===== config.mk =====
export PLATFORM = sky130hd
export DESIGN_NAME = bootrom_arbiter
export DESIGN_NICKNAME = d
export VERILOG_FILES = /design/src/rtl/bootrom_arbiter.sv
export SDC_FILE = /design/constraint.sdc
export NUM_CORES = 1
export LEC_CHECK = 0
export ABC_AREA = 1
export CORE_MARGIN = 2
export CORE_UTILIZATION = 45
export CTS_BUF_LIST = sky130_fd_sc_hd__clkbuf_8
export DETAILED_ROUTE_END_ITERATION = 6
export PLACE_DENSITY = 0.86
export SETUP_SLACK_MARGIN = 0.3
export SYNTH_ARGS = -nofsm -noshare
export SYNTH_HDL_FRONTEND = slang
export SYNTH_SLANG_ARGS = --single-unit

===== constraint.sdc =====
create_clock -name clk -period 3 [get_ports clk]
set_clock_uncertainty 0.15 [all_clocks]
set_input_delay 0.3 -clock clk [delete_from_list [all_inputs] [get_ports clk]]
set_output_delay 0.3 -clock clk [all_outputs]
set_load 0.01 [all_outputs]

===== src/rtl/bootrom_arbiter.sv =====
// Round-robin arbiter/sequencer sharing the single-ported boot memory between
// the CPU port (0) and the debug loader port (1). All outputs are registered.
module bootrom_arbiter #(
   parameter int ADDR_W     = 4,
   parameter int DATA_W     = 16,
   parameter int ACC_CYCLES = 1,
   parameter int PROT_TOP   = 7
) (
   input  logic              clk,
   input  logic              rst,
   input  logic              req0,
   input  logic              req1,
   input  logic              we0,
   input  logic              we1,
   input  logic [ADDR_W-1:0] addr0,
   input  logic [ADDR_W-1:0] addr1,
   input  logic [DATA_W-1:0] wdata0,
   input  logic [DATA_W-1:0] wdata1,
   output logic              ack0,
   output logic              ack1,
   output logic              err0,
   output logic              err1,
   output logic [DATA_W-1:0] rdata,
   output logic              mem_cs,
   output logic              mem_we,
   output logic [ADDR_W-1:0] mem_addr,
   output logic [DATA_W-1:0] mem_din,
   input  logic [DATA_W-1:0] mem_dout
);

   typedef enum logic [1:0] {IDLE, ACCESS, RESP} state_t;

   localparam logic [3:0]      CNT_LOAD = 4'(ACC_CYCLES - 1);
   localparam logic [ADDR_W:0] PROT_LIM = (ADDR_W+1)'(PROT_TOP);

   state_t              state, state_nxt;
   logic                gnt, gnt_nxt;
   logic                last, last_nxt;
   logic [3:0]          cnt, cnt_nxt;
   logic                cs_nxt, we_nxt;
   logic [ADDR_W-1:0]   addr_nxt;
   logic [DATA_W-1:0]   din_nxt, rdata_nxt;
   logic                ack0_nxt, ack1_nxt, err0_nxt, err1_nxt;

   // Contest goes to the port not served last; a lone request wins outright.
   logic                sel, sel_we, refuse;
   logic [ADDR_W-1:0]   sel_addr;
   logic [DATA_W-1:0]   sel_wdata;

   always_comb begin
      sel       = (req0 && req1) ? ~last : req1;
      sel_we    = sel ? we1 : we0;
      sel_addr  = sel ? addr1 : addr0;
      sel_wdata = sel ? wdata1 : wdata0;
      refuse    = sel_we && ({1'b0, sel_addr} < PROT_LIM);
   end

   always_comb begin
      state_nxt = state;
      gnt_nxt   = gnt;
      last_nxt  = last;
      cnt_nxt   = cnt;
      cs_nxt    = mem_cs;
      we_nxt    = mem_we;
      addr_nxt  = mem_addr;
      din_nxt   = mem_din;
      rdata_nxt = rdata;
      ack0_nxt  = 1'b0;
      ack1_nxt  = 1'b0;
      err0_nxt  = 1'b0;
      err1_nxt  = 1'b0;
      case (state)
         IDLE: begin
            if (req0 || req1) begin
               gnt_nxt = sel;
               if (refuse) begin
                  // Protected write: answer straight away, memory untouched.
                  state_nxt = RESP;
                  ack0_nxt  = ~sel;
                  ack1_nxt  = sel;
                  err0_nxt  = ~sel;
                  err1_nxt  = sel;
               end else begin
                  state_nxt = ACCESS;
                  cs_nxt    = 1'b1;
                  we_nxt    = sel_we;
                  addr_nxt  = sel_addr;
                  din_nxt   = sel_wdata;
                  cnt_nxt   = CNT_LOAD;
               end
            end
         end
         ACCESS: begin
            if (cnt == 4'd0) begin
               state_nxt = RESP;
               cs_nxt    = 1'b0;
               we_nxt    = 1'b0;
               if (!mem_we) rdata_nxt = mem_dout;
               ack0_nxt  = ~gnt;
               ack1_nxt  = gnt;
            end else begin
               cnt_nxt = cnt - 4'd1;
            end
         end
         RESP: begin
            last_nxt  = gnt;
            state_nxt = IDLE;
         end
         default: state_nxt = IDLE;
      endcase
   end

   always_ff @(posedge clk) begin
      if (rst) begin
         state    <= IDLE;
         gnt      <= 1'b0;
         last     <= 1'b1;
         cnt      <= 4'd0;
         mem_cs   <= 1'b0;
         mem_we   <= 1'b0;
         mem_addr <= '0;
         mem_din  <= '0;
         rdata    <= '0;
         ack0     <= 1'b0;
         ack1     <= 1'b0;
         err0     <= 1'b0;
         err1     <= 1'b0;
      end else begin
         state    <= state_nxt;
         gnt      <= gnt_nxt;
         last     <= last_nxt;
         cnt      <= cnt_nxt;
         mem_cs   <= cs_nxt;
         mem_we   <= we_nxt;
         mem_addr <= addr_nxt;
         mem_din  <= din_nxt;
         rdata    <= rdata_nxt;
         ack0     <= ack0_nxt;
         ack1     <= ack1_nxt;
         err0     <= err0_nxt;
         err1     <= err1_nxt;
      end
   end

endmodule


### Yosys cells after proc, flatten, opt, wreduce, memory -nomap -nowiden

Index checks and enable logic that the tools add are counted.

* register bits after elaboration: 50
* bits of input ports: 62
* output and inout bits: 42
* word-level logic and storage cells: 67

* $add $sub $neg: 1
* order comparisons: 1
* equal/unequal tests: 6
* mux-type cells: 27
* bitwise logic cells: 6
* reduce and logical (&&, ||, !) cells: 13

Operators by type and width (number)
* 16-bit 2-to-1 mux: 1
* 4-bit 2-to-1 mux: 4
* 1-bit 2-to-1 mux: 13
* 2-bit inequality test (second input constant): 4
* 1-bit one-hot mux with 2 select lines: 4
* 4-bit one-hot mux with 2 select lines: 1
* 4-bit AND reduction: 2
* 2-bit 2-to-1 mux: 3
* 1-bit NOT: 6
* 3-bit AND reduction: 2
* 4-bit zero test: 1
* 4-bit by 3-bit less-than comparator with 1-bit output (second input constant): 1
* 2-bit one-hot mux with 2 select lines: 1
* 2-bit AND reduction: 2
* 4-bit by 1-bit subtractor with 4-bit output (second input constant): 1
* 2-bit by 1-bit == test with 1-bit output (second input constant): 1
* 2-bit == test (second input constant): 1
* 1-bit logical AND: 2
* 2-bit zero test: 1
* 2-bit nonzero test: 1
* 2-bit OR reduction: 1
* 1-bit logical OR: 1

### Depth between registers and ports, before layout

Gate-level depths: netlist (run 1).

* word-level depth: 8
* mapped depth: 11

### Least setup slack after synthesis (run 1)

No wires, ideal clock.

* kind: flip-flop to flip-flop
* start point: reg cnt[0]
* end point: reg rdata[0]
* library setup time: 0.116 ns
* arrival time: 1.316 ns
* data required time: 2.734 ns
* slack: 1.419 ns
* stages on the path, launching flop included: 11
* buffers on the path: 1
* period minus slack after synthesis: 1.581 ns
* cell sequence: dfxtp_1 -> inv_1 -> ha_1 -> nand2_1 -> nor2_2 -> inv_2 -> nor2_4 -> inv_1 -> buf_2 -> nor2_1 -> nor2_1

* cells in the longest elaborated chain, start to end: 2

RTL lines
* from (decl): RTL line 39 `logic [3:0] cnt, cnt_nxt;`
* from (signal assigned): RTL line 132 `cnt <= cnt_nxt;`
* 4-bit zero test: RTL line 94 `if (cnt == 4'd0) begin`
* 3-bit AND reduction (no line)
* to (signal assigned): RTL line 137 `rdata <= rdata_nxt;`
* to (decl): RTL line 23 `output logic [DATA_W-1:0] rdata,`

Every way passes these cells.
A chain may end at the register's enable or synchronous reset.

### Worst setup path in the final report (run 1)

* start point: in req1
* end point: reg mem_din[7]

* cells in the longest elaborated chain, start to end: 7
* elaborated cells on any way between the ends: 10
* classes of those cells: 1 x order compare; 4 x mux; 1 x bitwise; 4 x reduce/logical

RTL lines
* from (decl): RTL line 12 `input logic req1,`
* 1-bit logical AND: RTL line 51 `sel = (req0 && req1) ? ~last : req1;`
* 1-bit 2-to-1 mux: RTL line 51
* 4-bit 2-to-1 mux: RTL line 53 `sel_addr = sel ? addr1 : addr0;`
* 4-bit by 3-bit less-than comparator with 1-bit output: RTL line 55 `refuse = sel_we && ({1'b0, sel_addr} < PROT_LIM);`
* 1-bit logical AND: RTL line 55
* 1-bit NOT (no line)
* 3-bit AND reduction (no line)
* to (signal assigned): RTL line 136 `mem_din <= din_nxt;`
* to (decl): RTL line 27 `output logic [DATA_W-1:0] mem_din,`

Parallel ways exist; a longest one is shown, timed or not.

==> results of run 1 <==
-- power by group --
part / internal [µW] / switching [µW] / leakage (µW) / total, µW
logic: 380 / 425 / 0.000950 / 805
clock network: 211 / 220 / 0.0000544 / 432
registers: 785 / 64.9 / 0.000410 / 849
-- per-stage QoR --
step,hold WS (ns),util
2_1_floorplan,0.285,-
3_3_place_gp,0.297,0.686
3_5_place_dp,0.306,0.686
4_1_cts,0.320,0.708
5_1_grt,0.326,0.708
6_report,0.318,0.708
-- worst paths after layout --
check	end	slack, ns
worst min-delay path	mem_din[3]$_SDFFE_PP0P_	0.32
worst max register to register	mem_din[7]$_SDFFE_PP0P_	0.93
worst max-delay path	mem_din[7]$_SDFFE_PP0P_	0.74
worst min register to register	mem_din[3]$_SDFFE_PP0P_	0.32
-- layout make-up --
class                   instances  area [µm²]
clock buffers                   7        96.3
clock inverters                 1        8.76
fillers                       404        1400
inverters                      14        52.6
multi-input cells             235        1100
flip-flops and latches         50        1000
well taps                      67        83.8
repair buffers                105        1050
-- registers in the layout, summed over array words and instances (netlist names), 2 cells and up --
name	cells
mem_addr	4
rdata	16
cnt	4
state	2
mem_din	16
-- routing by layer --
layer  share of wire  global-route usage  up-vias
li1                -                   -     1199
met1            0.40               0.276     1057
met2            0.51               0.384       74
met3           0.065              0.0549       12
met4           0.019              0.0972        0
met5               0                   0        -
-- critical path, cell delays in order --
cell and delay, ns:
clkdlybuf4s50_1 0.60, nand2_2 0.32, nand2_1 0.14, nand2_1 0.14, nor2_4 0.18, nand2_4 0.18
nand2_4 0.25, nand2_1 0.08, a21oi_1 0.13
-- cells in the final DEF (no fill, tap or decap), types with 2 or more instances in the layout --
cell type	instances
nor2_1	43
buf_4	2
ha_1	2
inv_1	11
nand3_1	30
nand2_2	6
a21oi_1	28
nor2_4	3
clkdlybuf4s50_1	103
dfxtp_1	50
nand3b_1	2
o21ai_0	17
inv_2	2
nand2_1	93
clkbuf_8	7
nand2_4	2
-- logic make-up after synthesis --
logic type	after synthesis	share of synthesized area
flops	50	0.443
simple gates	184	0.361
fa+ha+maj	2	0.0111
xor+xnor	2	0.00776
buf+inv	30	0.0693
compound gates	47	0.107
==> results.ini, run 1 <==
[setup_path]
cp-startpoint=req1
timing.setup.critical_path_class=in -> reg
path_max_fanout=23
cp.arrival_ns=2.34
cp_data_required_time_ns=3.08
timing.rr.start=last$_SDFFE_PP1N_
worstRegToRegCells=9
cp-end-kind=register
critical_path.startpoint_type=primary input

[run_status]
run_status=complete, no violations

[grt]
grt_first_pass_wirelength_um=9730
vias_in_the_first_global_route=2199
grt_max_degree=32
initial_antenna_violation_count=0
gr-total-overflow=0
total_routing_resource_utilization_after_global_routing=0.227

[sta]
layout_min_cycle_time_ns=2.26
setup_total_negative_slack_ns=0
fmaxAchievable_mhz=443
setup-violations-final=0
timing.slew.headroom=0.641
worst_slew_pin_slew_ns=0.538
rsz0062_at_grt=no
final.period_utilization=0.752
final_report_hold_violation_count=0
maxSlewViolCount=0
setup_ws_ns=0.744

[drt]
initialDrtViolationCount=168
dr_total_vias=2342
first_pass_iters=4
drt_wl_total_um=6130
detail_route.drc_violations=0
ant_nets=0
routedWlPerCell_um=12.8
drt-vias-per-instance=4.89

[place]
post-place-ws_ns=0.422
dpl_cell_area_um2=3280
hpwlAfterDp_um=4470
post-place-cells=471
placement.io_buffers=103
placer_congestion_estimate=0.866

[synth]
async_flop_share=0
yosysTopAreaCell=dfxtp_1
synth_fp_nets=379
synthesis.instances=315
post_synth_main_area_contributors=dfxtp_1, nand2_1, nor2_1
mappedNetlistArea_um2=2260
synth_enable_flop_cells=0
synth_most_common_cell=nand2_1
ys_types=27
synthTopCellsByCount=nand2_1, dfxtp_1, nor2_1
synth.avg_cell_area_um2=7.17
ys_seq_elements=50
top_reg_cell_synth=dfxtp_1
seq_area_frac_synth=0.443
synth_top_area_frac=0.443
synth_warnings=0

[cells_and_area]
nets=475
area.growth.synth_to_final_pct=50.1
n_antenna_cell=0
fin_cells=479
postLayoutCellArea_um2=3390
final_layout_size_suffix_gt1_frac=0.0655

[clock_tree]
ctsResizeCount=0
cts_root_buf=clkbuf_8
cts_buffers=5
cts_setup_buffers=0
clkSinkCount=50
cts_tree=done
cts-hold-fix-buffers=0
htree_num_levels=2
clock_latency_late_sink_ns=0.31
cts_max_path_buffers=2
cts.reportedPaths.clkPinSlew_ns=0.08

[floorplanning]
core_um2=4790
io-pin-count=104
placement_rows=25
dieArea_um2=5600
initial_core_util=0.472
die_h_um=74.8
die_width_um=74.8

[hold_path]
timing.hold.worst.start=mem_din[3]$_SDFFE_PP0P_
hold_path_class=reg -> reg
worst_hold_path.num_cells=2

[power]
irDropWorstVdd_mv=0.319
total_power_uw=2090
pwr_density_cell_nw_per_um2=616
power_leakage_uw=0.00141

[flow_run]
drv.max_cap_violation_count=0

No activity file was read; power rests on OpenSTA's default activity.
==> run 2, diff against run 1 <==
--- a/config.mk
+++ b/config.mk
@@ -7,10 +7,10 @@
 export LEC_CHECK = 0
 export ABC_AREA = 1
 export CORE_MARGIN = 2
-export CORE_UTILIZATION = 45
+export CORE_UTILIZATION = 43
 export CTS_BUF_LIST = sky130_fd_sc_hd__clkbuf_8
 export DETAILED_ROUTE_END_ITERATION = 6
-export PLACE_DENSITY = 0.86
+export PLACE_DENSITY = 0.83
 export SETUP_SLACK_MARGIN = 0.3
 export SYNTH_ARGS = -nofsm -noshare
 export SYNTH_HDL_FRONTEND = slang
==> constraint.sdc (replaced) <==
create_clock -name clk -period 2.4 [get_ports clk]
set_clock_uncertainty 0.15 [all_clocks]
set_input_delay 0.24 -clock clk [delete_from_list [all_inputs] [get_ports clk]]
set_output_delay 0.24 -clock clk [all_outputs]
set_load 0.01 [all_outputs]
==> run 2 against run 1 <==
  * Die area is 4.4% higher
  * Non-clock buffer count is 3 higher
  * Register-to-register slack worse by 0.41 ns
==> results.ini, run 2 (same netlist as run 1, synthesis figures left out) <==
[run_status]
run_status=complete, no violations

[drt]
drt-vias-per-instance=4.89  ; about the same
ant_nets=0  ; unchanged
detail_route.drc_violations=0  ; unchanged
drt_wl_total_um=6330  ; +3.2%
initialDrtViolationCount=142  ; -15%
routedWlPerCell_um=13.0  ; +2.0%
first_pass_iters=4  ; unchanged
dr_total_vias=2372  ; +1.3%

[floorplanning]
placement_rows=26  ; +4.0%
die_width_um=76.5  ; +2.2%
die_h_um=76.5  ; +2.2%
io-pin-count=104  ; unchanged
core_um2=5070  ; +6.0%
dieArea_um2=5840  ; +4.4%
initial_core_util=0.445  ; -0.0269

[setup_path]
path_max_fanout=23  ; unchanged
timing.setup.critical_path_class=in -> reg
slowest_stage_delay_cp_ns=0.61  ; about the same
cp-startpoint=req1
cp_common_cell=nand2_1
critical_path.startpoint_type=primary input
timing.rr.start=state[0]$_SDFFE_PP0P_
worstPathCellList=clkdlybuf4s50_1 -> nand2_2 -> nand2_1 -> nand2_1 -> nor2_4 -> nand2_4 -> nand2_8 -> nand2_1 -> a21oi_1
cp-end-kind=register
cp.arrival_ns=2.01  ; -0.33 ns
setup.reg_to_reg.worst_slack_ns=0.52  ; -0.41 ns
critPathSlowestCell=clkdlybuf4s50_1
regToRegEndpoint=cnt[1]$_SDFFE_PP0P_
worstRegToRegCells=9  ; unchanged
cp_data_required_time_ns=2.48  ; -0.60 ns

[cells_and_area]
fillers=437  ; +8.2%
nets=478  ; +0.63%
area.growth.synth_to_final_pct=51.2
n_antenna_cell=0  ; unchanged
most_common_library_cell_in_the_layout_ignoring_fill_and_taps=clkdlybuf4s50_1
final_cell_mix=clkdlybuf4s50_1, nand2_1, dfxtp_1
finalCoreUtilization=0.673  ; -0.0354
final_layout_size_suffix_gt1_frac=0.0699  ; +0.00435
layout_top_registers=mem_din (16), rdata (16)
multi_input_area_um2=1110  ; +0.80%
area.sequential_um2=1000  ; unchanged

[clock_tree]
cts.reportedPaths.clkPinSlew_ns=0.09  ; about the same
cts-hold-fix-buffers=0  ; unchanged
cts_max_path_buffers=2  ; unchanged
clock_latency_late_sink_ns=0.30  ; about the same
htree_num_levels=2  ; unchanged
clkSinkCount=50  ; unchanged
cts_tree=done
cts_buffers=5  ; unchanged
cts_root_buf=clkbuf_8

[place]
placement.io_buffers=103  ; unchanged
hpwlAfterDp_um=4800  ; +7.3%
placer_congestion_estimate=0.807  ; -6.9%

[sta]
setup_total_negative_slack_ns=0  ; unchanged
worst_slew_pin_slew_ns=0.505  ; -0.0334 ns
rsz0062_at_grt=no
maxSlewViolCount=0  ; unchanged
timing.slew.headroom=0.663  ; +0.0223
layout_min_cycle_time_ns=1.93
final.period_utilization=0.805
fin_worst_hold_slack_ns=0.316  ; -0.00268 ns
setup-violations-final=0  ; unchanged
fmaxAchievable_mhz=518
final_report_hold_violation_count=0  ; unchanged

[flow_run]
drv.max_cap_violation_count=0  ; unchanged

[power]
p_sw_uw=900  ; +27%
power.share.combinational=0.397  ; +0.011
irDropWorstVdd_mv=0.395  ; +24%
pwr_density_cell_nw_per_um2=763  ; +24%
cell_internal_pwr_uw=1700  ; +24%
power_frac_seq=0.408  ; about the same
sw_frac=0.346  ; +0.00552
share_clk_of_total_power=0.195  ; -0.012
power_leakage_uw=0.00143  ; +0.91%

[hold_path]
timing.hold.worst.start=mem_din[11]$_SDFFE_PP0P_
worst_hold_path.num_cells=2  ; unchanged
hold_path_class=reg -> reg
hold-path-endpoint=mem_din[11]$_SDFFE_PP0P_

[grt]
grt_max_degree=31  ; -3.1%
vias_in_the_first_global_route=2253  ; +2.5%
grt_first_pass_wirelength_um=10400  ; +6.7%
initial_antenna_violation_count=0  ; unchanged
gr-total-overflow=0  ; unchanged
total_routing_resource_utilization_after_global_routing=0.219  ; -0.00834

run 2: cell count changes in the layout (fill, tap and decap cells not counted):
| cell | before | now |
|---|---|---|
| inv_1 | 11 | 12 |
| nand2_4 | 2 | 1 |
| inv_6 | 0 | 1 |
| buf_4 | 2 | 5 |
| nand2_8 | 0 | 1 |
| clkinv_4 | 1 | 0 |
| clkbuf_8 | 7 | 6 |
run 2: power groups by stage:
stage          Sequential, µW  Combinational, µW  Clock (µW)
5_1_grt                  1080               1140         564
3_5_place_dp             1080               1030           0
2_1_floorplan            1130                525           0
3_3_place_gp             1070               1000           0
4_1_cts                  1060               1030         521
6_report                 1060               1030         506
run 2: timing repair:
action	4_1_cts	5_1_grt
setup buffers	0	0
endpoints found under the setup margin	0	2
gates resized for setup	0	1
run 2: layout make-up:
class	count	share of cell area
Inverter	14	0.0154
Multi-Input combinational cell	235	0.325
Tap cell	70	0.0257
Timing Repair Buffer	108	0.313
Sequential cell	50	0.293
Clock inverter	2	0.00367
Clock buffer	6	0.0242
run 2: worst max path at each step:
| stage | to | slack [ns] | cells past startpoint |
|---|---|---|---|
| 2_1_floorplan | rdata[0]$_SDFFE_PP0P_ | 0.82 | 10 |
| 3_3_place_gp | mem_din[1]$_SDFFE_PP0P_ | 0.23 | 10 |
| 3_5_place_dp | mem_din[1]$_SDFFE_PP0P_ | 0.12 | 9 |
| 4_1_cts | mem_addr[1]$_SDFFE_PP0P_ | 0.43 | 9 |
| 5_1_grt | cnt[3]$_SDFFE_PP0P_ | 0.34 | 8 |
| 6_report | mem_addr[1]$_SDFFE_PP0P_ | 0.47 | 9 |
run 2: per-layer routing:
metal | track usage | part of all wire | vias up
li1 | - | - | 1204
met1 | 0.274 | 0.43 | 1090
met2 | 0.365 | 0.50 | 63
met3 | 0.0427 | 0.046 | 15
met4 | 0.0964 | 0.025 | 0
met5 | 0 | 0 | -
run 2: stage by stage:
| stage | cell area (µm²) | worst slack, ns | power [µW] | instances |
|---|---|---|---|---|
| after CTS | 3400 | 0.434 | 2620 | 485 |
| after global placement | 3310 | 0.228 | 2080 | 477 |
| after detailed placement | 3310 | 0.120 | 2110 | 477 |
| after floorplan | 2260 | 0.819 | 1650 | 315 |
| final | 3410 | 0.468 | 2600 | 485 |
| after global routing | 3410 | 0.337 | 2780 | 485 |
run 2: worst max-delay path: cells and delay by family:
family          cells  cell delay (ns)
buf+inv             1             0.61
simple gates        7             1.03
compound gates      1             0.13
